==> config.mk <==
export PLATFORM = sky130hd
export DESIGN_NAME = ram_fifo_stream_adapter
export DESIGN_NICKNAME = d
export VERILOG_FILES = /design/src/rtl/ram_fifo_stream_adapter.sv
export SDC_FILE = /design/constraint.sdc
export NUM_CORES = 1
export LEC_CHECK = 0
export ABC_AREA = 1
export CAP_MARGIN = 30
export CORE_MARGIN = 4
export CORE_UTILIZATION = 50
export CTS_CLUSTER_DIAMETER = 30
export CTS_CLUSTER_SIZE = 12
export DETAILED_ROUTE_END_ITERATION = 12
export PLACE_DENSITY = 0.85
export SYNTH_ARGS = -nofsm -noshare
export SYNTH_HDL_FRONTEND = slang
export SYNTH_SLANG_ARGS = --single-unit
export TNS_END_PERCENT = 20
==> constraint.sdc <==
create_clock -name CLK -period 9.32 [get_ports CLK]
set_input_delay 1.864 -clock CLK [delete_from_list [all_inputs] [get_ports CLK]]
set_output_delay 1.864 -clock CLK [all_outputs]
set_load 0.05 [all_outputs]
==> src/rtl/ram_fifo_stream_adapter.sv <==
// Valid/ready stream adapter around a RAM block used in FIFO mode: upstream words go to the RAM
// write port, and reads refill a 2-entry output buffer that feeds the downstream stream.
module ram_fifo_stream_adapter #(
    parameter int unsigned DATA_W       = 32,
    parameter int unsigned DEPTH        = 512,
    parameter int unsigned AFULL_THRESH = 448,
    localparam int unsigned CW          = $clog2(DEPTH + 3)
) (
    input  logic              CLK,
    input  logic              RST,
    input  logic              S_VALID,
    output logic              S_READY,
    input  logic [DATA_W-1:0] S_DATA,
    output logic              M_VALID,
    input  logic              M_READY,
    output logic [DATA_W-1:0] M_DATA,
    input  logic              FLUSH,
    output logic              RAM_WEN,
    output logic [31:0]       RAM_WDATA,
    output logic              RAM_REN,
    input  logic [31:0]       RAM_RDATA,
    output logic              RAM_FFLUSH,
    output logic [CW-1:0]     LEVEL,
    output logic              EMPTY,
    output logic              ALMOST_FULL
);

    typedef enum logic [1:0] {StFlush0, StFlush1, StRun} state_e;

    state_e            state_q, state_d;
    logic [CW-1:0]     ram_cnt_q, ram_cnt_d;
    logic [CW-1:0]     level_q, level_d;
    logic              inflight_q, inflight_d;
    logic [1:0]        buf_cnt_q, buf_cnt_d;
    logic              rd_ptr_q, rd_ptr_d;
    logic [DATA_W-1:0] buf_q [2];
    logic [DATA_W-1:0] buf_d [2];

    logic run, clear, pop, capture, tail;

    always_comb begin
        state_d = state_q;
        case (state_q)
            StFlush0: state_d = StFlush1;
            StFlush1: state_d = StRun;
            StRun:    if (FLUSH) state_d = StFlush0;
            default:  state_d = StFlush0;
        endcase
    end

    // Handshake outputs depend on registered state only, never on S_VALID or M_READY.
    always_comb begin
        run        = (state_q == StRun);
        RAM_FFLUSH = !run;
        S_READY    = run && (ram_cnt_q < CW'(DEPTH));
        RAM_WEN    = S_VALID && S_READY;
        RAM_REN    = run && (ram_cnt_q != '0) && ((buf_cnt_q + 2'(inflight_q)) < 2'd2);
        M_VALID    = (buf_cnt_q != 2'd0);
        M_DATA     = buf_q[rd_ptr_q];
        pop        = M_VALID && M_READY;
        capture    = run && inflight_q;
        tail       = rd_ptr_q ^ buf_cnt_q[0];
        // Entering a flush empties everything at once; the RAM pointers are reset by RAM_FFLUSH.
        clear      = !run || FLUSH;
        RAM_WDATA  = '0;
        if (run) RAM_WDATA[DATA_W-1:0] = S_DATA;
    end

    always_comb begin
        ram_cnt_d  = ram_cnt_q + CW'(RAM_WEN) - CW'(RAM_REN);
        inflight_d = RAM_REN;
        buf_cnt_d  = buf_cnt_q + 2'(capture) - 2'(pop);
        rd_ptr_d   = rd_ptr_q ^ pop;
        buf_d      = buf_q;
        if (capture) buf_d[tail] = RAM_RDATA[DATA_W-1:0];
        if (clear) begin
            ram_cnt_d  = '0;
            inflight_d = 1'b0;
            buf_cnt_d  = 2'd0;
            rd_ptr_d   = 1'b0;
            buf_d[0]   = '0;
            buf_d[1]   = '0;
        end
        level_d = ram_cnt_d + CW'(inflight_d) + CW'(buf_cnt_d);
    end

    always_ff @(posedge CLK) begin
        if (RST) begin
            state_q    <= StFlush0;
            ram_cnt_q  <= '0;
            level_q    <= '0;
            inflight_q <= 1'b0;
            buf_cnt_q  <= 2'd0;
            rd_ptr_q   <= 1'b0;
            buf_q[0]   <= '0;
            buf_q[1]   <= '0;
        end else begin
            state_q    <= state_d;
            ram_cnt_q  <= ram_cnt_d;
            level_q    <= level_d;
            inflight_q <= inflight_d;
            buf_cnt_q  <= buf_cnt_d;
            rd_ptr_q   <= rd_ptr_d;
            buf_q[0]   <= buf_d[0];
            buf_q[1]   <= buf_d[1];
        end
    end

    assign LEVEL       = level_q;
    assign EMPTY       = (level_q == '0);
    assign ALMOST_FULL = (level_q >= CW'(AFULL_THRESH));

endmodule

======== Word level (Yosys, flattened, before mapping) ========
Cells that the tools add are included.
storage, ports and cells
  register bits after elaboration ......... 90
  bits in latches ......................... 0
  bits in writable memories ............... 0
  ROM bits ................................ 0
  bits of input ports ..................... 69
  output and inout bits ................... 81
  memories ................................ 0
cells by class
  add/sub/neg operators ................... 7
  multipliers ............................. 0
  divide/modulo/power cells ............... 0
  $lt $le $gt $ge ......................... 6
  equality and inequality tests ........... 3
  shift operators ......................... 0
  mux-type cells .......................... 12
  bitwise gates (word level) .............. 4
  reductions and logical operators ........ 14
operators with widths
  cell                                                   count
  2-to-1 mux 32 bit                                      5
  bitwise mux 64 bit                                     1
  demux 32 bit (select 1 bit)                            1
  adder 10 x 1 -> 10 bit                                 2
  adder 10 x 2 -> 10 bit                                 1
  >= comparator 10 x 9 -> 1 bit (second input constant)  1
  zero test 10 bit                                       1
  < comparator 10 bit (second input constant)            1
  2-to-1 mux 10 bit                                      1
  nonzero test 10 bit                                    1
  subtractor 10 x 1 -> 10 bit                            1
  logical AND 1 bit                                      7
  one-hot mux 2 bit (3 select lines)                     1
  adder 2 x 1 -> 2 bit                                   2
  >= comparator 2 bit (second input constant)            2
  2-to-1 mux 2 bit                                       2
  NOT 1 -> 2 bit                                         2
  equality test 2 x 1 -> 1 bit (second input constant)   1
  equality test 2 bit (second input constant)            1
  zero test 2 bit                                        1
  < comparator 2 x 1 -> 1 bit (second input constant)    1
  < comparator 2 bit (second input constant)             1
  != test 2 bit (second input constant)                  1
  nonzero test 2 bit                                     1
  6 further kinds                                        7

======== Depth between registers and ports, before layout ========
Gate-level depths: netlist of run 1.
  depth in word-level cells ............... 8
  depth in mapped cells ................... 22

======== Least setup slack after synthesis of run 1 ========
No wires, ideal clock.
  path type ............................... in2reg
  from .................................... input port S_VALID
  to ...................................... register level_q[8], in the netlist LEVEL[8]
  library setup time ...................... 109 ps
  arrival ................................. 5,013 ps
  setup slack ............................. 4,198 ps
  stages .................................. 15
  path buffers ............................ 0
  cell sequence ........................... nor3b_1 -> ha_1 -> fa_1 -> inv_1 -> nor2_1 -> fa_1 -> inv_1 -> nor2_1 -> and2_2 -> nand3_2 -> inv_1 -> nand2_1 -> nand2_1 -> nand2_1 -> inv_1
on the way
  longest elaborated chain between the ends .. 6
RTL lines
  element                      line  RTL
  start: declaration           11    input logic S_VALID,
  logical AND 1 bit            56    RAM_WEN = S_VALID && S_READY;
  adder 10 x 1 -> 10 bit       70    ram_cnt_d = ram_cnt_q + CW'(RAM_WEN) - CW'(RAM_REN);
  subtractor 10 x 1 -> 10 bit  70
  2-to-1 mux 10 bit            76    if (clear) begin
  net ram_cnt_d[1]             31    logic [CW-1:0] ram_cnt_q, ram_cnt_d;
  adder 10 x 1 -> 10 bit       84    level_d = ram_cnt_d + CW'(inflight_d) + CW'(buf_cnt_d);
  adder 10 x 2 -> 10 bit       84
  end signal: assignment       100   level_q <= level_d;
  end: declaration             32    logic [CW-1:0] level_q, level_d;
The timed path passes the listed nets, and every way through them passes these cells.
A chain may end at the register's enable or synchronous reset.

======== Worst setup path after layout of run 1 ========
  from .................................... input port S_VALID
  to ...................................... output port RAM_WEN
on the way
  longest elaborated chain between the ends .. 1
RTL lines
  element            line  RTL
  logical AND 1 bit  56
  end: declaration   18    output logic RAM_WEN,
No other way between the ends.

==> results of run 1 <==
layer usage:
metal / up-vias / GRT usage (%)
li1: 2431 / -
met1: 2190 / 27.5
met2: 164 / 40.4
met3: 15 / 6.49
met4: 0 / 7.69
met5: - / 0
area by class of cell:
class,instances,area [sq um]
timing repair buffer,152,1530
clock inverter,7,65.1
clock buffer,9,124
sequential,90,1800
multi-input combinational,500,2360
fill,768,2820
inverter,92,345
tap,111,139
power breakdown:
group / internal [uW] / total [uW] / switching, uW
clock: 104 / 256 / 152
combinational: 40.7 / 91.1 / 50.5
sequential: 385 / 386 / 0.607
logic make-up (layout without fill, tap and decap cells):
family / Yosys count / count (layout) / synth area share, %
flip-flops: 90 / 90 / 38.3
AND/OR/NAND/NOR: 394 / 394 / 34.4
buffers and inverters: 125 / 260 / 11.6
XOR/XNOR: 4 / 4 / 0.904
AO/OA/AOI/OAI: 82 / 82 / 9.01
adder cells (fa/ha/maj): 20 / 20 / 5.79
worst paths after layout:
path	startpoint	depth (start not counted)	end
setup / recovery	S_VALID	3	RAM_WEN
hold / removal	state_q[0]	1	state_q[0]
setup reg to reg	ram_cnt_q[2]	21	LEVEL[7]
hold reg to reg	state_q[0]	1	state_q[0]
stage by stage:
step	hold WS (ns)	util, %	total power [uW]	std cells	instance area [sq um]
after global placement	0.409	66.9	485	944	6160
after detailed placement	0.415	67.2	486	945	6180
after global routing	0.444	69.3	761	961	6370
after CTS	0.428	69.3	738	961	6370
final	0.422	69.3	733	961	6370
after floorplan	0.401	-	438	715	4710
flip-flops by register name (all words and copies together), names as in the netlist:
name / count
buf_q: 64
LEVEL: 10
ram_cnt_q: 10
buf_cnt_q: 2
state_q: 2
inflight_q: 1
rd_ptr_q: 1
placed cells by master (no fill, tap or decap), types with 2 or more instances in the layout:
cell	netlist	routed
a21oi_1	74	74
buf_4	4	2
clkbuf_8	0	9
clkdlybuf4s50_1	0	149
dfxtp_1	90	90
fa_1	3	3
ha_1	17	17
inv_1	87	87
inv_2	5	5
inv_6	0	3
inv_8	0	2
nand2_1	280	279
nand2_2	7	8
nand3_1	18	18
nand4_1	2	2
nor2_1	66	66
nor2_2	5	5
nor2_4	6	6
nor3_1	4	4
nor4_1	2	2
o21ai_0	4	4
xnor2_1	2	2
==> metrics.md, run 1 <==
| Metric | Value |
|---|---|
| Cts hold-fix bufs | `0` |
| Wire length of the first global-routing pass | `21400 microns` |
| Vias in the first global route | `4796` |
| Clock buffer count from CTS | `9` |
| Clock latency at the later pin of the worst-skew pair | `0.36 ns` |
| Fmax | `0.189 GHz` |
| Area fraction of the dominant cell type after synthesis | `38.3%` |
| Post-CTS setup buffers | `0` |
| Final weighted congestion in routability-driven placement | `0.867` |
| Drt total wl | `12700 microns` |
| Number of routed nets with antenna violations | `0` |
| Most common library cells after synthesis | `nand2_1 (280), dfxtp_1 (90), inv_1 (87)` |
| Setup repair after global routing missed its margin | `false` |
| Wire length on met1 | `5340 microns` |
| Result of the run | `completed` |
| Synthesized area per cell | `6.58 sq um` |
| Mapped Cells | `715` |
| Number of enable-type register cells in the synthesized netlist | `0` |
| WL met3 | `904 microns` |
| Largest voltage drop on the vdd net | `0.0997 mV` |
| Sequence of cells on the critical path | `clkdlybuf4s50_1, nor3b_1, clkdlybuf4s50_1` |
| Clock Skew | `0.0160 ns` |
| Number of instances resized during post-cts repair | `0` |
| Diode insertion count for antenna repair | `0` |
| Hold violation count in the final report | `0` |
| Buffering stage count on the worst path with inverters included | `2` |
| Average detailed-routed wire length per instance | `13.2 microns` |
| Number of placement rows | `35` |
| Most used flip-flop cell after synthesis | `dfxtp_1` |
| Cell at the slowest stage of the critical path | `clkdlybuf4s50_1` |
| Number of nets produced by synthesis | `804` |
| Overall track demand over capacity in global routing | `23.2%` |
| Synthesis-to-layout area growth | `35.4%` |
| Maximum number of buffers from clock root to sink | `2` |
| Minimum setup slack in the final design | `4.02 ns` |
| Maximum number of pins on one net before global-route repair | `52` |
| Cell at the root of the clock tree | `clkbuf_8` |
| Stage delay of the slowest cell on the critical path | `0.86 ns` |
| Delay-heaviest family, CP | `buffers and inverters` |
| Initial core utilization | `51.2%` |
| Worst Setup Slack post-DPL | `4.03 ns` |
| Final critical delay including setup and external delays | `5.30 ns` |
| Required time of the critical path | `7.46 ns` |
| Clock-pin slew on the worst setup and hold paths | `0.09 ns` |
| Worst Max-Slew Pin Slew | `0.866 ns` |
| Fraction of layout instances using a drive strength above 1 | `5.76%` |
| Net count, final | `934` |
| Port Buffers | `149` |
| Leak Pwr | `0.00263 uW` |
| Top routing layer used | `met4` |
| PwrDens | `115 nW/um^2` |
| Launching element type of the critical path | `primary input` |
| Setup crit end kind | `output port` |
| Number of distinct library cells after synthesis | `31` |
| Worst slew margin relative to its limit | `42.1%` |
| Yosys warnings | `0` |
| Mapped Area | `4710 sq um` |
| Library cell with the largest summed area after synthesis | `dfxtp_1` |
| Total gr overflow | `0` |
| Sinks on Clock Net | `90` |
| Classification of the worst-slack hold path | `reg -> reg` |
| Max Transition Viols Final | `0` |
| Top cell by count, worst path | `clkdlybuf4s50_1` |
| Routed vias/inst | `4.99` |
| Detailed Routing Iterations Pass 1 | `4` |
| H-tree depth | `3` |
| Antenna violations before repair | `0` |
| Fraction of the yosys area taken by sequential cells | `38.3%` |
| Crit path kind | `in -> out` |
| Post-synthesis async set-or-reset flop share | `0%` |
| Slack of the worst reg-to-reg path | `5.52 ns` |
| Ports | `150` |
| Synthesized flop and latch total | `90` |
| Total of endpoints with negative setup slack in the final report | `0` |
| Sum Neg Setup Slack | `0 ns` |
| CORE AREA | `9200 sq um` |
| Number of maximum-capacitance constraint violations | `0` |
| Final worst-path cycle share | `56.8%` |
| Overall die height | `105 microns` |
| Die width | `105 microns` |
| Cells taking the most area after synthesis | `dfxtp_1 (38%), nand2_1 (22%), a21oi_1 (7.9%)` |
| CTS tree | `done` |
| Residual DRC count | `0` |
| Overall die area | `11000 sq um` |
| Most frequent cell after synthesis | `nand2_1` |
| Violation count after the first detailed-routing iteration | `275` |
| Data arrival time at the worst-slack endpoint | `3.43 ns` |
| Total half-perimeter wirelength after legalization and detailed placement | `9230 microns` |
| Met2 routed WL | `6250 microns` |
| Vias post-DR | `4800` |
| Maximum fanout along the worst path | `2` |
Power figures use the tool's default switching activity.
==> run 2: changes to the inputs <==
Settings changed: CORE_UTILIZATION 50 to 42, PLACE_DENSITY 0.85 to 0.77.
Clock period 9.32 ns to 4.5 ns, I/O delays scaled along.
==> run 2 against run 1 <==
  * Combinational power is 110% higher
  * Clock power is 110% higher
  * First-iteration DRC count is 6.5% higher
  * Sequential share of layout area is 0.15 points lower
  * Final area is 0.53% higher
  * Register-to-register slack worse by 4.6 ns
  * Critical endpoint is now LEVEL[9]
  * Largest power group unchanged
  * Highest routed layer unchanged
==> metrics.md, run 2 (synthesis gave the netlist of run 1 again) <==
| Metric | Value |
|---|---|
| Result of the run | `completed` |
| Switching Power | `438 uW (+120%)` |
| Launch point of the critical path | `ram_cnt_q[6]` |
| Max Transition Viols Final | `0 (unchanged)` |
| Residual DRC count | `0 (unchanged)` |
| Top cell by count, worst path | `ha_1` |
| Overall die area | `13000 sq um (+18%)` |
| CTS tree | `done` |
| Fraction of layout instances using a drive strength above 1 | `5.99% (+0.22 points)` |
| Setup repair after global routing missed its margin | `false` |
| Part of the total power dissipated in sequential elements | `52.0% (-0.6 points)` |
| Die width | `114 microns (+8.4%)` |
| Synthesis-to-layout area growth | `36.1%` |
| Final worst-path cycle share | `79.2%` |
| Diode insertion count for antenna repair | `0 (unchanged)` |
| Hold violation count in the final report | `0 (unchanged)` |
| Cell area after placement | `6210 sq um (+0.51%)` |
| Post-CTS setup buffers | `0 (unchanged)` |
| H-tree depth | `3 (unchanged)` |
| Finished Core Util | `58.8% (-10 points)` |
| Worst Max-Slew Pin Slew | `0.834 ns (-0.0314 ns)` |
| Post-layout total power | `1540 uW (+110%)` |
| Detailed Routing Iterations Pass 1 | `5 (+1)` |
| Port Buffers | `149 (unchanged)` |
| Stage delay of the slowest cell on the critical path | `0.49 ns (-0.37 ns)` |
| Largest voltage drop on the vdd net | `0.145 mV (+45%)` |
| Total of endpoints with negative setup slack in the final report | `0 (unchanged)` |
| Clock-pin slew on the worst setup and hold paths | `0.10 ns (about the same)` |
| Initial core utilization | `43.2% (-8.0 points)` |
| CORE AREA | `10900 sq um (+18%)` |
| Reg-to-reg startpoint | `ram_cnt_q[6]` |
| Crit path kind | `reg -> reg` |
| Wire length of the first global-routing pass | `20900 microns (-2.5%)` |
| Drt total wl | `12500 microns (-1.4%)` |
| Final weighted congestion in routability-driven placement | `0.887 (+2.2%)` |
| Clock Skew | `0.0100 ns (-0.00600 ns)` |
| Clock buffer count from CTS | `9 (unchanged)` |
| Maximum fanout along the worst path | `4 (+2)` |
| Average detailed-routed wire length per instance | `12.6 microns (-4.5%)` |
| Cell at the slowest stage of the critical path | `fa_1` |
| Maximum number of buffers from clock root to sink | `2 (unchanged)` |
| Fmax | `0.281 GHz` |
| Worst slew margin relative to its limit | `44.2% (+2.1 points)` |
| Ports | `150 (unchanged)` |
| Sinks on Clock Net | `90 (unchanged)` |
| Cell at the root of the clock tree | `clkbuf_8` |
| Net count, final | `936 (+0.21%)` |
| Highest-count cells in the layout ignoring fill and taps | `nand2_1 (279), clkdlybuf4s50_1 (149), dfxtp_1 (90)` |
| Flip-flop count of the largest register, all copies and words added | `64 (unchanged)` |
| Launch instance of the worst min-delay path | `state_q[0]` |
| Launching element type of the critical path | `register` |
| Net Sw Frac | `28.4% (+0.72 points)` |
| Clock latency at the later pin of the worst-skew pair | `0.37 ns (about the same)` |
| Number of instances resized during post-cts repair | `0 (unchanged)` |
| Data arrival time at the worst-slack endpoint | `3.87 ns (+0.44 ns)` |
| Sum Neg Setup Slack | `0 ns (unchanged)` |
| Required time of the critical path | `4.80 ns (-2.66 ns)` |
| Logic gate share of total power | `12.3% (about the same)` |
| Register ranked first by flip-flop count | `buf_q` |
| Antenna violations before repair | `0 (unchanged)` |
| Total gr overflow | `0 (unchanged)` |
| Number of placement rows | `38 (+8.6%)` |
| Setup crit end kind | `register` |
| Filler cell count in the final layout | `1034 (+35%)` |
| Vias post-DR | `4755 (-0.94%)` |
| Total half-perimeter wirelength after legalization and detailed placement | `8800 microns (-4.6%)` |
| Combined area of the multi-input logic cells | `2360 sq um (unchanged)` |
| Internal power component | `1100 uW (+110%)` |
| Clock share of power | `35.8% (+0.9 points)` |
| Cts hold-fix bufs | `0 (unchanged)` |
| Maximum number of pins on one net before global-route repair | `37 (-29%)` |
| Overall die height | `114 microns (+8.4%)` |
| Vias in the first global route | `4518 (-5.8%)` |
| Final critical delay including setup and external delays | `3.56 ns` |
| Number of routed nets with antenna violations | `0 (unchanged)` |
| PwrDens | `240 nW/um^2 (+110%)` |
| Overall track demand over capacity in global routing | `19.6% (-3.6 points)` |
| Leak Pwr | `0.00263 uW (about the same)` |
| Most common library cell in the layout ignoring fill and taps | `nand2_1` |
| Post-layout instance area | `6410 sq um (+0.53%)` |
| Routed vias/inst | `4.79 (-4.0%)` |
| Violation count after the first detailed-routing iteration | `293 (+6.5%)` |
| Number of maximum-capacitance constraint violations | `0 (unchanged)` |
| Sequence of cells on the critical path | `inv_1, ha_1, nand4_1, o311ai_0, nor2_1, ha_1, inv_1, ha_1, fa_1, inv_1, nor2_1, ha_1, a21oi_1, nor2_4, nand2_2, nor2_4, nand2_2, nor2_4, nand3_1, nand2_1, nor2_1` |
| Classification of the worst-slack hold path | `reg -> reg` |
| Hold Worst Slack | `0.426 ns (+0.00350 ns)` |
| Sequential cell area | `1800 sq um (unchanged)` |
-- run 2: cell type report --
| class | instances | area share [%] |
|---|---|---|
| clock inverters | 7 | 1.05 |
| multi-input cells | 500 | 36.9 |
| well taps | 140 | 2.73 |
| repair buffers | 154 | 23.9 |
| clock buffers | 9 | 1.93 |
| inverters | 92 | 5.39 |
| flip-flops and latches | 90 | 28.1 |
-- run 2: layer usage --
metal	GRT usage, %	vias up	wire, microns
met4	5.78	0	164
met2	32.5	162	5670
met1	25.3	2146	5720
li1	-	2433	-
met5	0	-	0
met3	4.83	14	949
-- run 2: final timing paths --
check	end	slack (ns)	depth (start not counted)
worst max register to register	LEVEL[9]	0.94	21
worst min register to register	state_q[0]	0.43	1
worst max-delay path	LEVEL[9]	0.94	21
worst min-delay path	state_q[0]	0.43	1
-- run 2: worst max-delay path, delay by kind of cell, from the launching register on --
kind | cells | cell delay, ns
compound gates | 2 | 0.64
fa+ha+maj | 5 | 1.44
buf+inv | 3 | 0.16
flops | 1 | 0.33
simple gates | 11 | 0.96
-- run 2: metrics by stage --
step | worst slack [ns] | std cells
5_1_grt | 0.476 | 992
6_report | 0.936 | 992
4_1_cts | 0.907 | 992
2_1_floorplan | 0.342 | 715
3_3_place_gp | 0.905 | 976
3_5_place_dp | 0.866 | 976
-- run 2: power groups by stage --
| stage | Sequential, uW | Clock (uW) | Combinational, uW |
|---|---|---|---|
| after floorplan | 817 | 0 | 89.5 |
| after global routing | 800 | 600 | 201 |
| after global placement | 818 | 0 | 189 |
| final | 799 | 550 | 189 |
| after CTS | 799 | 563 | 190 |
| after detailed placement | 817 | 0 | 189 |
